===== config.mk =====
export PLATFORM = sky130hd
export DESIGN_NAME = updown_counter_fsm_p
export DESIGN_NICKNAME = d
export VERILOG_FILES = /design/src/rtl/updown_counter_fsm_p.sv
export SDC_FILE = /design/constraint.sdc
export NUM_CORES = 1
export LEC_CHECK = 0
export CAP_MARGIN = 20
export CORE_UTILIZATION = 45
export DETAILED_ROUTE_END_ITERATION = 8
export PLACE_DENSITY = 0.87
export SETUP_SLACK_MARGIN = 0.5
export SLEW_MARGIN = 20
export SYNTH_ARGS = -nofsm -noshare
export SYNTH_HDL_FRONTEND = slang
export SYNTH_SLANG_ARGS = --single-unit

===== constraint.sdc =====
create_clock -name i_clk -period 3.9 [get_ports i_clk]
set_input_delay 0.585 -clock i_clk [delete_from_list [all_inputs] [get_ports i_clk]]
set_output_delay 0.585 -clock i_clk [all_outputs]
set_load 0.01 [all_outputs]

===== src/rtl/updown_counter_fsm_p.sv =====
// Parametrised up/down counter with a direction FSM, programmable terminal value,
// selectable boundary behaviour (wrap/saturate/halt) and registered ovf/unf pulses.
module updown_counter_fsm_p #(
  parameter int unsigned WIDTH   = 8,
  parameter int unsigned MAX_VAL = 2**WIDTH - 1,
  parameter int unsigned MODE    = 0
) (
  input  logic             i_clk,
  input  logic             i_reset,
  input  logic             i_enable,
  input  logic             i_up,
  input  logic             i_load,
  input  logic [WIDTH-1:0] i_load_val,
  input  logic             i_clear,
  output logic [WIDTH-1:0] o_count,
  output logic [1:0]       o_state,
  output logic             o_ovf,
  output logic             o_unf,
  output logic             o_halted,
  output logic             o_at_max,
  output logic             o_at_min
);

  typedef enum logic [1:0] {
    S_IDLE = 2'b00,
    S_UP   = 2'b01,
    S_DOWN = 2'b10,
    S_HALT = 2'b11
  } state_t;

  localparam logic [WIDTH-1:0] C_MAX = MAX_VAL[WIDTH-1:0];
  // MODE 3 is treated as wrap, so only saturate and halt need flags.
  localparam bit C_SAT  = (MODE == 1);
  localparam bit C_HALT = (MODE == 2);

  logic [WIDTH-1:0] r_count;
  state_t           r_state;
  logic             r_ovf;
  logic             r_unf;

  logic [WIDTH-1:0] w_count_nxt;
  state_t           w_state_nxt;
  logic             w_ovf_nxt;
  logic             w_unf_nxt;

  always_comb begin
    w_count_nxt = r_count;
    w_state_nxt = r_state;
    w_ovf_nxt   = 1'b0;
    w_unf_nxt   = 1'b0;
    if (i_clear) begin
      w_count_nxt = '0;
      w_state_nxt = S_IDLE;
    end else if (i_load) begin
      w_count_nxt = (i_load_val > C_MAX) ? C_MAX : i_load_val;
      w_state_nxt = S_IDLE;
    end else if (r_state == S_HALT) begin
      w_state_nxt = S_HALT;
    end else if (!i_enable) begin
      w_state_nxt = S_IDLE;
    end else if (i_up) begin
      if (r_count < C_MAX) begin
        w_count_nxt = r_count + 1'b1;
        w_state_nxt = S_UP;
      end else begin
        w_ovf_nxt = 1'b1;
        if (C_HALT) begin
          w_state_nxt = S_HALT;
        end else begin
          w_state_nxt = S_UP;
          if (!C_SAT) w_count_nxt = '0;
        end
      end
    end else begin
      if (r_count > '0) begin
        w_count_nxt = r_count - 1'b1;
        w_state_nxt = S_DOWN;
      end else begin
        w_unf_nxt = 1'b1;
        if (C_HALT) begin
          w_state_nxt = S_HALT;
        end else begin
          w_state_nxt = S_DOWN;
          if (!C_SAT) w_count_nxt = C_MAX;
        end
      end
    end
  end

  always_ff @(posedge i_clk) begin
    if (i_reset) begin
      r_count <= '0;
      r_state <= S_IDLE;
      r_ovf   <= 1'b0;
      r_unf   <= 1'b0;
    end else begin
      r_count <= w_count_nxt;
      r_state <= w_state_nxt;
      r_ovf   <= w_ovf_nxt;
      r_unf   <= w_unf_nxt;
    end
  end

  assign o_count  = r_count;
  assign o_state  = r_state;
  assign o_ovf    = r_ovf;
  assign o_unf    = r_unf;
  assign o_halted = (r_state == S_HALT);
  assign o_at_max = (r_count == C_MAX);
  assign o_at_min = (r_count == '0);

endmodule


After elaboration in Yosys (flattened, before gate mapping). Index checks and enable logic that the tools add are counted.

Output and inout port bits: 15. Flip-flop bits (word level): 12. Input port bits: 14. Logic and storage cells: 33.

$add $sub $neg: 2. Bitwise logic cells: 2. Eq/ne operators: 3. Muxes and demuxes: 12. Reduce and logical (&&, ||, !) cells: 7. Magnitude comparators: 3.

Operators with widths (number): $mux W8 (7); $reduce_or A6 Y1 (2); $add A8 B1 Y8 const B (1); $eq A8 B8 Y1 const B (1); $gt A8 B1 Y1 const B (1); $gt A8 B8 Y1 const B (1); $logic_not A8 Y1 (1); $lt A8 B8 Y1 const B (1); $sub A8 B1 Y8 const B (1); $mux W2 (3); $reduce_or A3 Y1 (1); $eq A2 B2 Y1 const B (1); $mux W1 (2); $ne A2 B2 Y1 const B (1); $not A1 Y1 (2); $reduce_and A2 Y1 (1); $reduce_bool A2 Y1 (1); $reduce_or A2 Y1 (1).

Depth between registers and ports, before layout.
Depth in word-level cells: 6. Depth in mapped cells: 7. Mapped depth without buffers: 7.

Least setup slack after synthesis. Ideal clock, no wire load.

Path kind: input to register. Start: in i_up. End: reg r_count[5], in the netlist o_count[5]. Cell stages on the path: 6. Setup time: 0.086 ns. Arrival time: 1.874 ns. Buffers on the path: 1. Required time: 3.814 ns. Slack: 1.940 ns. Cell sequence: clkbuf_1 or4_4 or3_1 o31ai_1 a32oi_1 a221oi_2.

Word-level cells in the longest chain between the ends: 4.

RTL lines: start, declared (line 11) `input logic i_up,`; $mux W8 (line 61) `end else if (i_up) begin`; $mux W8 (line 59) `end else if (!i_enable) begin`; $mux W8 (line 57) `end else if (r_state == S_HALT) begin`; $mux W8 (line 54) `end else if (i_load) begin`; end signal, assigned (line 97) `r_count <= w_count_nxt;`; end, declared (line 36) `logic [WIDTH-1:0] r_count;`.

No other way between the ends. The select of a mux whose other input is x is not followed. A chain may end at the register's enable or synchronous reset.

Worst setup path in the final report.
Start: reg r_count[0], in the netlist o_count[0]. End: out o_at_max.

Word-level cells in the longest chain between the ends: 1.

RTL lines: $eq A8 B8 Y1 (line 109) `assign o_at_max = (r_count == C_MAX);`; end, declared (line 20) `output logic o_at_max,`.

No other way between the ends.

==> impl_metrics.tcl <==
set metrics [dict create \
    status "complete, no violations" \
    htreeDepth 1 \
    timing.critical_path.buf_inv 1 \
    power_mw 0.3338 \
    grt_use_met3_pct 2.745 \
    routedWlPerCell_um 14.15 \
    synth_cells 117 \
    drive_gt1_share_pct 7.746 \
    synth-edff-count 0 \
    area_growth_pct 34.31 \
    startpoint_type "flip-flop" \
    ctsResizeCount 0 \
    diodes 0 \
    cts.path.max_buffers 2 \
    grtUsageTotal_pct 23.72 \
    nets 160 \
    p_int_mw 0.2329 \
    synth_nets 134 \
    postLayoutCellArea_sq_mm 0.001200 \
    core_area_sq_mm 0.001802 \
    use_met2_pct 35.28 \
    critPathKind "flip-flop to primary output" \
    vias_per_cell 5.988 \
    startpoint "o_count[0]" \
    drt-total-wl_um 2363 \
    numClockSinks 12 \
    worst_pin_slew_ps 734.6 \
    grt_pass1_vias 784 \
    max_cap_violations 0 \
    setup-violations-final 0 \
    pwr_density_cell_mw_per_mm2 278.2 \
    crit_family "buffers and inverters" \
    io_pins 29 \
    root_buffer "clkbuf_4" \
    finalMaxSlewViolations 0 \
    io_buffers 28 \
    cts_buffers 3 \
    slowest_stage "clkdlybuf4s50_1" \
    clkPwrFrac_pct 31.2 \
    cts_hold_buf 0 \
    placed_cell_area_sq_mm 0.001164 \
    post_cts_buffers 0 \
    relSlewSlack_pct 50.59 \
    die_area_sq_mm 0.002167 \
    cts.clk_slew.worst_paths_ps 80 \
    cp.required_ps 3310 \
    power_frac_comb_pct 27.5 \
    drt_iter0_markers 37 \
    dp.cells 163 \
    start_util_pct 49.58 \
    grt.busiest_layer "met2" \
    yosysSeqAreaShare_pct 26.89 \
    final_antenna_net_count 0 \
    drc 0 \
    min_period_ps 2699 \
    r2r_setup_slack_ps 1880 \
    cp-end-kind "primary output" \
    synth-main-ff-cell "dfxtp_1" \
    die_y_um 46.56 \
    antenna_found_initial 0 \
    drtPass1Iterations 5 \
    ys_seq_elements 12 \
    slowest_delay_ps 610 \
    arrival_ps 2110 \
    hp-class "flip-flop to flip-flop" \
    placement_rows 15 \
    synthDistinctLibCells 43 \
    reg2reg_to "o_count[2]" \
    ys_warn_count 0 \
    r2r.worst_path.cells 6 \
    path_max_fanout 9 \
    final_util_pct 66.60 \
    fillers 165 \
    max_freq_mhz 370.5 \
    hpwlAfterDp_um 1684 \
    finalNonFillerCells 167 \
    hold_violations 0 \
    hold_depth 2 \
    clock_latency_ps 280 \
    grt_max_degree 19 \
    synth_area_sq_um 893.4 \
    swShare_pct 30.24 \
    grt_use_met1_pct 32.94 \
    grt_remaining_overflow 0 \
    vias 1000 \
    place_congestion 0.8871 \
    grt_pass1_wl_um 3663 \
    ir_drop_mv 0.2007 \
    die_w_um 46.56 \
    p_seq_share_pct 41.3 \
    hold_start "o_state[1]" \
    cts_tree "done" \
    clock_skew_ps 2.340 \
    p_leak_nw 0.4398 \
    grt_setup_unrepaired "false" \
    period_share_pct 69.20 \
    p_sw_mw 0.1009 \
    min_to "o_state[0]" \
    finalSetupTns_ps 0 \
    crit_chain "ha_1 -> nand3_1 -> nor2_1 -> clkdlybuf4s50_1" \
    async_flop_share_pct 0 \
    r2r_start "o_count[0]" \
    syn_avg_cell_area_sq_um 7.636 \
]
==> power by group through the flow <==
stage | clock network, mW | registers [mW] | logic [mW]
after detailed placement | 0 | 0.140 | 0.0908
after CTS | 0.104 | 0.137 | 0.0915
after floorplan | 0 | 0.139 | 0.0566
after global placement | 0 | 0.140 | 0.0886
after global routing | 0.109 | 0.139 | 0.101
final | 0.104 | 0.138 | 0.0919
==> final cells by class <==
type	instances	area, sq um	share of cell area, %
Tap cell	25	31.28	2.607
Multi-Input combinational cell	87	570.5	47.55
Sequential cell	12	240.2	20.02
Clock buffer	4	36.28	3.024
Inverter	11	41.29	3.441
Timing Repair Buffer	28	280.3	23.36
==> synth_stat cells, types with 2 or more instances <==
cell type  number  area [sq um]
nand3_1         4         20.02
inv_1          11         41.29
nor2_1          9         33.78
clkbuf_1        3         11.26
buf_6           2         22.52
a21oi_1         9         45.04
nor4b_1         2         17.52
dfxtp_1        12         240.2
nor2b_1         3         18.77
o22ai_1         2         12.51
and4_1          2         17.52
nor3_1          6         30.03
o211ai_1        2         15.01
or3_1           2         12.51
ha_1            3         37.54
a211oi_1        4         30.03
nand2_1         9         33.78
buf_1           2         7.510
o21ai_0         6         30.03
==> through the flow <==
stage               setup WS (ps)  hold WS (ps)
global route                 1102         587.8
floorplan                    1940         550.0
CTS                          1236         561.3
finish                       1201         567.7
global placement             1260         528.4
detailed placement           1225         551.0
==> routing by layer <==
metal,vias to the layer above,wire length [um]
li1,487,-
met1,456,1094
met4,0,45
met2,52,1086
met3,5,137
met5,-,0
==> worst reg2reg max path: cells and delay by family (launching register included) <==
family	cells	cell delay [ps]
AOI/OAI and AO/OA	2	650
and+or+nand+nor	2	520
DFF	1	400
adders and majority gates	1	190
buffers and inverters	1	120
==> worst max-delay path by stage <==
stage	end	cells past startpoint	slack [ps]
after global placement	o_count[5]	6	1260
after detailed placement	o_count[5]	6	1220
after global routing	o_at_max	4	1100
final	o_at_max	4	1200
after floorplan	o_count[5]	6	1940
after CTS	o_at_max	4	1240
==> kinds of logic after synthesis <==
family | share of synthesized area, %
buffers and inverters | 9.244
flip-flops | 26.89
AO/OA/AOI/OAI | 29.83
AND/OR/NAND/NOR | 28.85
XOR/XNOR | 0.9806
adder cells (fa/ha/maj) | 4.202
==> registers in the layout, summed over array words and instances, names as in the netlist <==
register,cells
o_unf,1
o_count,8
o_ovf,1
o_state,2
==> cells in the final DEF (no fill, tap or decap), drive strengths merged, types with 2 or more instances in the layout <==
| cell | synthesis | routed |
|---|---|---|
| or3 | 2 | 2 |
| dfxtp | 12 | 12 |
| a2111oi | 3 | 3 |
| and3 | 2 | 2 |
| nand3 | 4 | 4 |
| nor4b | 2 | 2 |
| o211ai | 2 | 2 |
| and4 | 2 | 2 |
| clkbuf | 3 | 4 |
| nand2 | 9 | 9 |
| o22ai | 2 | 2 |
| clkdlybuf4s50 | 0 | 28 |
| a21oi | 9 | 9 |
| ha | 3 | 3 |
| o21ai | 6 | 6 |
| nor2 | 9 | 9 |
| nor2b | 3 | 3 |
| nor3 | 6 | 6 |
| inv | 11 | 11 |
| a211oi | 4 | 4 |
Power figures use the tool's default switching activity.
